==> src/rtl/mips_ctrl_pkg.sv <==
// Shared definitions for the multicycle MIPS control unit: FSM state
// encoding, opcode/funct field values, ALU control codes, the aluop
// selector between the FSM and the ALU decoder, and datapath mux codes.
package mips_ctrl_pkg;

  // Twelve states in a 4-bit register. Encodings 12..15 are unused and
  // fall back to FETCH through the default branch of the next-state logic.
  typedef enum logic [3:0] {
    FETCH  = 4'd0,
    DECODE = 4'd1,
    MEMADR = 4'd2,
    MEMRD  = 4'd3,
    MEMWB  = 4'd4,
    MEMWR  = 4'd5,
    EXEC   = 4'd6,
    ALUWB  = 4'd7,
    BRANCH = 4'd8,
    ADDIEX = 4'd9,
    ADDIWB = 4'd10,
    JUMP   = 4'd11
  } state_t;

  // instr[31:26]
  localparam logic [5:0] OP_RTYPE = 6'b000000;
  localparam logic [5:0] OP_LW    = 6'b100011;
  localparam logic [5:0] OP_SW    = 6'b101011;
  localparam logic [5:0] OP_BEQ   = 6'b000100;
  localparam logic [5:0] OP_ADDI  = 6'b001000;
  localparam logic [5:0] OP_J     = 6'b000010;

  // instr[5:0] for R-type
  localparam logic [5:0] FN_ADD = 6'b100000;
  localparam logic [5:0] FN_SUB = 6'b100010;
  localparam logic [5:0] FN_AND = 6'b100100;
  localparam logic [5:0] FN_OR  = 6'b100101;
  localparam logic [5:0] FN_SLT = 6'b101010;

  // ALU operation codes
  localparam logic [2:0] ALU_AND = 3'b000;
  localparam logic [2:0] ALU_OR  = 3'b001;
  localparam logic [2:0] ALU_ADD = 3'b010;
  localparam logic [2:0] ALU_SUB = 3'b110;
  localparam logic [2:0] ALU_SLT = 3'b111;

  // What the FSM asks the ALU decoder for in the current state.
  typedef enum logic [1:0] {
    ALUOP_ADD   = 2'b00,
    ALUOP_SUB   = 2'b01,
    ALUOP_FUNCT = 2'b10
  } aluop_t;

  // ALU source B select
  localparam logic [1:0] SRCB_REG   = 2'b00;
  localparam logic [1:0] SRCB_FOUR  = 2'b01;
  localparam logic [1:0] SRCB_IMM   = 2'b10;
  localparam logic [1:0] SRCB_IMMX4 = 2'b11;

  // PC source select
  localparam logic [1:0] PCSRC_ALU    = 2'b00;
  localparam logic [1:0] PCSRC_ALUOUT = 2'b01;
  localparam logic [1:0] PCSRC_JUMP   = 2'b10;

endpackage

==> src/rtl/mips_alu_dec.sv <==
// ALU control decoder (combinational).
//   aluop         in  FSM request: add, sub, or decode from funct
//   funct         in  instr[5:0]
//   alucontrol    out 3-bit ALU operation
//   illegal_funct out high when aluop asks for funct decode and funct is unknown
module mips_alu_dec
  import mips_ctrl_pkg::*;
(
  input  aluop_t      aluop,
  input  logic [5:0]  funct,
  output logic [2:0]  alucontrol,
  output logic        illegal_funct
);

  // NOTE: every output gets a value before the case statement so that no
  // path leaves it unassigned; otherwise synthesis infers a latch.
  always_comb begin
    alucontrol    = ALU_ADD;
    illegal_funct = 1'b0;
    case (aluop)
      ALUOP_SUB: alucontrol = ALU_SUB;
      ALUOP_FUNCT: begin
        case (funct)
          FN_ADD:  alucontrol = ALU_ADD;
          FN_SUB:  alucontrol = ALU_SUB;
          FN_AND:  alucontrol = ALU_AND;
          FN_OR:   alucontrol = ALU_OR;
          FN_SLT:  alucontrol = ALU_SLT;
          default: illegal_funct = 1'b1;   // unknown funct still adds
        endcase
      end
      default: alucontrol = ALU_ADD;
    endcase
  end

endmodule

==> src/rtl/mips_multicycle_ctrl.sv <==
// Multicycle MIPS control unit: Moore FSM sequencing fetch, decode,
// execute, memory and writeback over a shared-memory datapath.
//   clk, rst_n   clock, synchronous active-low reset
//   opcode/funct instruction fields from the instruction register
//   zero         ALU zero flag (qualifies branch PC load)
//   mem_ready    memory finishes the current access this cycle
//   iord, memwrite, irwrite, pcen, regwrite, regdst, memtoreg,
//   alusrca, alusrcb, pcsrc, alucontrol   datapath controls
//   illegal      pulse on unknown opcode (DECODE) or funct (EXEC)
//   instr_done   pulse in the final state of each instruction
module mips_multicycle_ctrl
  import mips_ctrl_pkg::*;
#(
  parameter int ALUCTRL_W = 3,
  parameter bit MEM_WAIT  = 1'b1,
  parameter bit EN_ADDI   = 1'b1,
  parameter bit EN_JUMP   = 1'b1
) (
  input  logic                 clk,
  input  logic                 rst_n,
  input  logic [5:0]           opcode,
  input  logic [5:0]           funct,
  input  logic                 zero,
  input  logic                 mem_ready,
  output logic                 iord,
  output logic                 memwrite,
  output logic                 irwrite,
  output logic                 pcen,
  output logic                 regwrite,
  output logic                 regdst,
  output logic                 memtoreg,
  output logic                 alusrca,
  output logic [1:0]           alusrcb,
  output logic [1:0]           pcsrc,
  output logic [ALUCTRL_W-1:0] alucontrol,
  output logic                 illegal,
  output logic                 instr_done
);

  state_t     state, next;
  aluop_t     aluop;
  logic       mem_rdy;
  logic       pcwrite, branch, illegal_op, illegal_funct;
  logic [2:0] alu3;

  assign mem_rdy = MEM_WAIT ? mem_ready : 1'b1;

  // NOTE: state is updated with non-blocking assignment so every reader of
  // 'state' in this time step sees the pre-edge value.
  always_ff @(posedge clk) begin
    if (!rst_n) state <= FETCH;
    else        state <= next;
  end

  always_comb begin
    next       = FETCH;
    iord       = 1'b0;
    memwrite   = 1'b0;
    irwrite    = 1'b0;
    pcwrite    = 1'b0;
    branch     = 1'b0;
    regwrite   = 1'b0;
    regdst     = 1'b0;
    memtoreg   = 1'b0;
    alusrca    = 1'b0;
    alusrcb    = SRCB_REG;
    pcsrc      = PCSRC_ALU;
    aluop      = ALUOP_ADD;
    illegal_op = 1'b0;
    instr_done = 1'b0;

    case (state)
      FETCH: begin
        alusrcb = SRCB_FOUR;
        irwrite = mem_rdy;
        pcwrite = mem_rdy;
        next    = mem_rdy ? DECODE : FETCH;
      end
      DECODE: begin
        alusrcb = SRCB_IMMX4;   // precompute branch target into ALUOut
        case (opcode)
          OP_LW, OP_SW: next = MEMADR;
          OP_RTYPE:     next = EXEC;
          OP_BEQ:       next = BRANCH;
          OP_ADDI: begin
            if (EN_ADDI) next = ADDIEX;
            else         illegal_op = 1'b1;
          end
          OP_J: begin
            if (EN_JUMP) next = JUMP;
            else         illegal_op = 1'b1;
          end
          default:      illegal_op = 1'b1;
        endcase
      end
      MEMADR: begin
        alusrca = 1'b1;
        alusrcb = SRCB_IMM;
        next    = (opcode == OP_SW) ? MEMWR : MEMRD;
      end
      MEMRD: begin
        iord = 1'b1;
        next = mem_rdy ? MEMWB : MEMRD;
      end
      MEMWB: begin
        regwrite   = 1'b1;
        memtoreg   = 1'b1;
        instr_done = 1'b1;
      end
      MEMWR: begin
        iord       = 1'b1;
        memwrite   = 1'b1;      // held through wait cycles
        instr_done = mem_rdy;
        next       = mem_rdy ? FETCH : MEMWR;
      end
      EXEC: begin
        alusrca = 1'b1;
        aluop   = ALUOP_FUNCT;
        next    = ALUWB;
      end
      ALUWB: begin
        regwrite   = 1'b1;
        regdst     = 1'b1;
        instr_done = 1'b1;
      end
      BRANCH: begin
        alusrca    = 1'b1;
        aluop      = ALUOP_SUB;
        pcsrc      = PCSRC_ALUOUT;
        branch     = 1'b1;
        instr_done = 1'b1;
      end
      ADDIEX: begin
        alusrca = 1'b1;
        alusrcb = SRCB_IMM;
        next    = ADDIWB;
      end
      ADDIWB: begin
        regwrite   = 1'b1;
        instr_done = 1'b1;
      end
      JUMP: begin
        pcsrc      = PCSRC_JUMP;
        pcwrite    = 1'b1;
        instr_done = 1'b1;
      end
      default: next = FETCH;
    endcase

    // Reset overrides everything: no strobes, fetch-style ALU setup.
    if (!rst_n) begin
      iord       = 1'b0;
      memwrite   = 1'b0;
      irwrite    = 1'b0;
      pcwrite    = 1'b0;
      branch     = 1'b0;
      regwrite   = 1'b0;
      regdst     = 1'b0;
      memtoreg   = 1'b0;
      alusrca    = 1'b0;
      alusrcb    = SRCB_FOUR;
      pcsrc      = PCSRC_ALU;
      aluop      = ALUOP_ADD;
      illegal_op = 1'b0;
      instr_done = 1'b0;
    end
  end

  mips_alu_dec u_alu_dec (
    .aluop         (aluop),
    .funct         (funct),
    .alucontrol    (alu3),
    .illegal_funct (illegal_funct)
  );

  assign pcen       = pcwrite | (branch & zero);
  assign illegal    = illegal_op | illegal_funct;
  assign alucontrol = ALUCTRL_W'(alu3);

endmodule
==> config.mk <==
export PLATFORM = sky130hd
export DESIGN_NAME = mips_multicycle_ctrl
export DESIGN_NICKNAME = d
export VERILOG_FILES = /design/src/rtl/mips_ctrl_pkg.sv /design/src/rtl/mips_alu_dec.sv /design/src/rtl/mips_multicycle_ctrl.sv
export SDC_FILE = /design/constraint.sdc
export NUM_CORES = 1
export LEC_CHECK = 0
export CAP_MARGIN = 10
export CORE_MARGIN = 1.5
export CORE_UTILIZATION = 28
export DETAILED_ROUTE_END_ITERATION = 8
export GPL_TIMING_DRIVEN = 0
export PLACE_DENSITY = 0.6
export SYNTH_ARGS = -nofsm -noshare
export SYNTH_HDL_FRONTEND = slang
export SYNTH_SLANG_ARGS = --single-unit
==> constraint.sdc <==
create_clock -name clk -period 5.55 [get_ports clk]
set_input_delay 0.8325 -clock clk [delete_from_list [all_inputs] [get_ports clk]]
set_output_delay 0.8325 -clock clk [all_outputs]
set_load 0.02 [all_outputs]
==> results.json, run 1 <==
{
  "status": "completed",
  "grt_use_met1_pct": 21.9,
  "cts_buffers": 3,
  "pre_cts_ws_ps": 1430,
  "synthesis.area_um2": 688,
  "rsz0062_at_grt": "false",
  "power.leakage_nw": 0.391,
  "critPathRequiredTime_ps": 4720,
  "rrSetupSlack_ps": 4190,
  "syn_nets": 125,
  "place_area_mm2": 0.00104,
  "regMostFlops": "state",
  "finalHoldViolCount": 0,
  "setup_tns_ps": 0,
  "grt_usage_pct": 15.6,
  "drc": 0,
  "dieHeight_um": 52.6,
  "grt_pass1_vias": 793,
  "dr.first_iter.drc_count": 27,
  "critPathLaunchType": "primary input",
  "hpwl_um": 1600,
  "met2_usage_pct": 24.8,
  "ir_drop_mv": 0.129,
  "cts_tree": "yes",
  "nets": 162,
  "final_util_pct": 46.8,
  "diodes": 0,
  "die_area_mm2": 0.00276,
  "clkTransAtPathRegs_ps": 40,
  "drive_above_1_share_pct": 7.75,
  "syn2layout_area_growth_pct": 54.9,
  "vias": 910,
  "skew_ps": 10.2,
  "root_buffer": "clkbuf_4",
  "synth_warnings": 0,
  "slew_viol_final": 0,
  "busiest_layer": "met2",
  "slew_headroom_pct": 69.5,
  "synth.avg_cell_area_um2": 6.43,
  "worstReg2RegStart": "state[0]",
  "top_regs": "state x4",
  "htreeDepth": 1,
  "ios": 33,
  "yosysUniqueCellTypes": 36,
  "initial_core_util_pct": 30.2,
  "portBuffers": 32,
  "whs_ps": 750,
  "grt_pass1_wl_um": 3350,
  "routed_wl_um": 2060,
  "min_path_type": "flop to flop",
  "die_w_um": 52.6,
  "num_rows": 17,
  "wl_per_cell_um": 12.1,
  "postCtsResizedCells": 0,
  "drt-pass1-iter-count": 4,
  "drv_cap": 0,
  "setup_viol": 0,
  "detail-route-antenna-nets": 0,
  "synth-seq-cells": 4,
  "r2r-end": "state[2]",
  "critPathMaxFanout": 10,
  "cts_sinks": 4,
  "rr_worst_depth": 4,
  "fin_crit_ps": 4080,
  "cts_max_path_buffers": 2,
  "grt_max_degree": 11,
  "post_cts_buffers": 0,
  "viasPerCell": 5.35,
  "fmax_mhz": 245,
  "coreArea_mm2": 0.00228,
  "critPathCaptureType": "output pin",
  "endpoint": "alucontrol[0]",
  "arrival_ps": 3250,
  "syn_inst": 107,
  "worstSetupStartpoint": "rst_n",
  "cts_hold_buf": 0,
  "grt_overflow": 0,
  "largest_reg_flops": 4,
  "tightest_slew_ps": 452,
  "use_met3_pct": 3.43,
  "p_per_area_mw_per_mm2": 118,
  "final_area_mm2": 0.00107,
  "setup_slack_ps": 1470,
  "place_congestion": 0.801,
  "ys_seq_area_share_pct": 11.6,
  "critPathKind": "primary input to output pin",
  "antenna_found_initial": 0,
  "clock_latency_ps": 240,
  "fin_crit_sh_pct": 73.5
}
-- kinds of logic after synthesis --
family          share of synthesized area (%)
compound gates                           25.3
xor+xnor                                 2.55
flops                                    11.6
mux                                      2.91
fa+ha+maj                                3.64
simple gates                             46.0
buf+inv                                  8.00
-- cell usage in the layout (no fill, tap or decap), types with 2 or more instances in the layout --
| cell type | instances |
|---|---|
| clkdlybuf4s50_1 | 32 |
| nor2_1 | 10 |
| nand2_1 | 9 |
| nand2b_1 | 8 |
| nor3_1 | 8 |
| o21ai_0 | 8 |
| a21oi_1 | 7 |
| nand3_1 | 6 |
| buf_2 | 5 |
| nor2b_1 | 5 |
| dfxtp_1 | 4 |
| inv_1 | 3 |
| a31oi_1 | 3 |
| clkbuf_4 | 3 |
| buf_4 | 2 |
| or3_1 | 2 |
| nor3b_1 | 2 |
| and3_1 | 2 |
| xnor2_1 | 2 |
| mux2i_1 | 2 |
| ha_1 | 2 |
-- critical path, stage by stage --
cell and delay, ps:
clkdlybuf4s50_1 470, clkbuf_1 310, nand2b_1 110, or3_1 350, ha_1 340, nor3_1 200
clkdlybuf4s50_1 630
-- stage by stage --
step,total power [W],cells
3_5_place_dp,0.0000884,167
6_report,0.000126,170
4_1_cts,0.000127,170
3_3_place_gp,0.0000880,167
2_1_floorplan,0.0000628,107
5_1_grt,0.000136,170
-- worst min-delay path by stage --
stage / slack [ps] / startpoint / cells past startpoint / to
floorplan: 650 / state[0] / 4 / state[1]
global placement: 750 / state[1] / 4 / state[1]
detailed placement: 750 / state[0] / 4 / state[1]
CTS: 750 / state[1] / 4 / state[0]
global route: 790 / state[1] / 4 / state[0]
finish: 750 / state[1] / 4 / state[0]
-- synthesized netlist by cell type --
library cell | number | share of area, %
a2111o_1 | 1 | 1.6
a211o_1 | 1 | 1.3
a211oi_1 | 1 | 1.1
a21oi_1 | 7 | 5.1
a22oi_1 | 1 | 1.1
a31oi_1 | 3 | 2.7
a32o_1 | 1 | 1.5
a32oi_1 | 1 | 1.3
a41o_1 | 1 | 1.5
and2_1 | 1 | 0.91
and3_1 | 2 | 1.8
and4b_1 | 1 | 1.5
buf_2 | 5 | 3.6
buf_4 | 2 | 2.2
clkbuf_1 | 1 | 0.54
dfxtp_1 | 4 | 12
ha_1 | 2 | 3.6
inv_1 | 3 | 1.6
mux2i_1 | 2 | 2.9
nand2_1 | 9 | 4.9
nand2b_1 | 8 | 7.3
nand2b_2 | 1 | 1.3
nand3_1 | 6 | 4.4
nand3b_1 | 1 | 1.1
nand4_1 | 1 | 0.91
nor2_1 | 10 | 5.5
nor2b_1 | 5 | 4.5
nor3_1 | 8 | 5.8
nor3b_1 | 2 | 2.2
nor4_1 | 1 | 0.91
nor4b_1 | 1 | 1.3
o21ai_0 | 8 | 5.8
o221ai_1 | 1 | 1.3
o31ai_1 | 1 | 1.1
or3_1 | 2 | 1.8
xnor2_1 | 2 | 2.5
-- power by group --
part | switching, W | internal (W) | total, W
clock network | 0.0000133 | 0.0000243 | 0.0000375
registers | 0.00000113 | 0.0000303 | 0.0000314
logic | 0.0000283 | 0.0000286 | 0.0000569
-- area by class of cell --
cell class	instances	area (um^2)
Fill cell	241	1210
Multi-Input combinational cell	92	553
Timing Repair Buffer	32	320
Sequential cell	4	80.1
Buffer	8	43.8
Tap cell	28	35.0
Clock buffer	3	22.5
Inverter	3	11.3
-- layer usage --
metal / share of wire (%) / up-vias / wire, um
li1: - / 464 / -
met1: 48 / 407 / 982
met2: 46 / 39 / 945
met3: 6.4 / 0 / 131
met4: 0 / 0 / 0
met5: 0 / - / 0
(Power assumes the default switching activity.)
==> run 2, diff against run 1 <==
==> constraint.sdc (replaced) <==
create_clock -name clk -period 3.8 [get_ports clk]
set_input_delay 0.57 -clock clk [delete_from_list [all_inputs] [get_ports clk]]
set_output_delay 0.57 -clock clk [all_outputs]
set_load 0.02 [all_outputs]
==> results of run 2 <==
The final DEF is identical to that of run 1. Status: completed.
Among the figures that moved: setup slack after placement 1430 ps -> 208 ps; setup slack after layout 1470 ps -> 244 ps; register-to-register setup slack 4190 ps -> 2440 ps; total power 0.000126 W -> 0.000184 W; worst IR drop on VDD 0.129 mV -> 0.189 mV
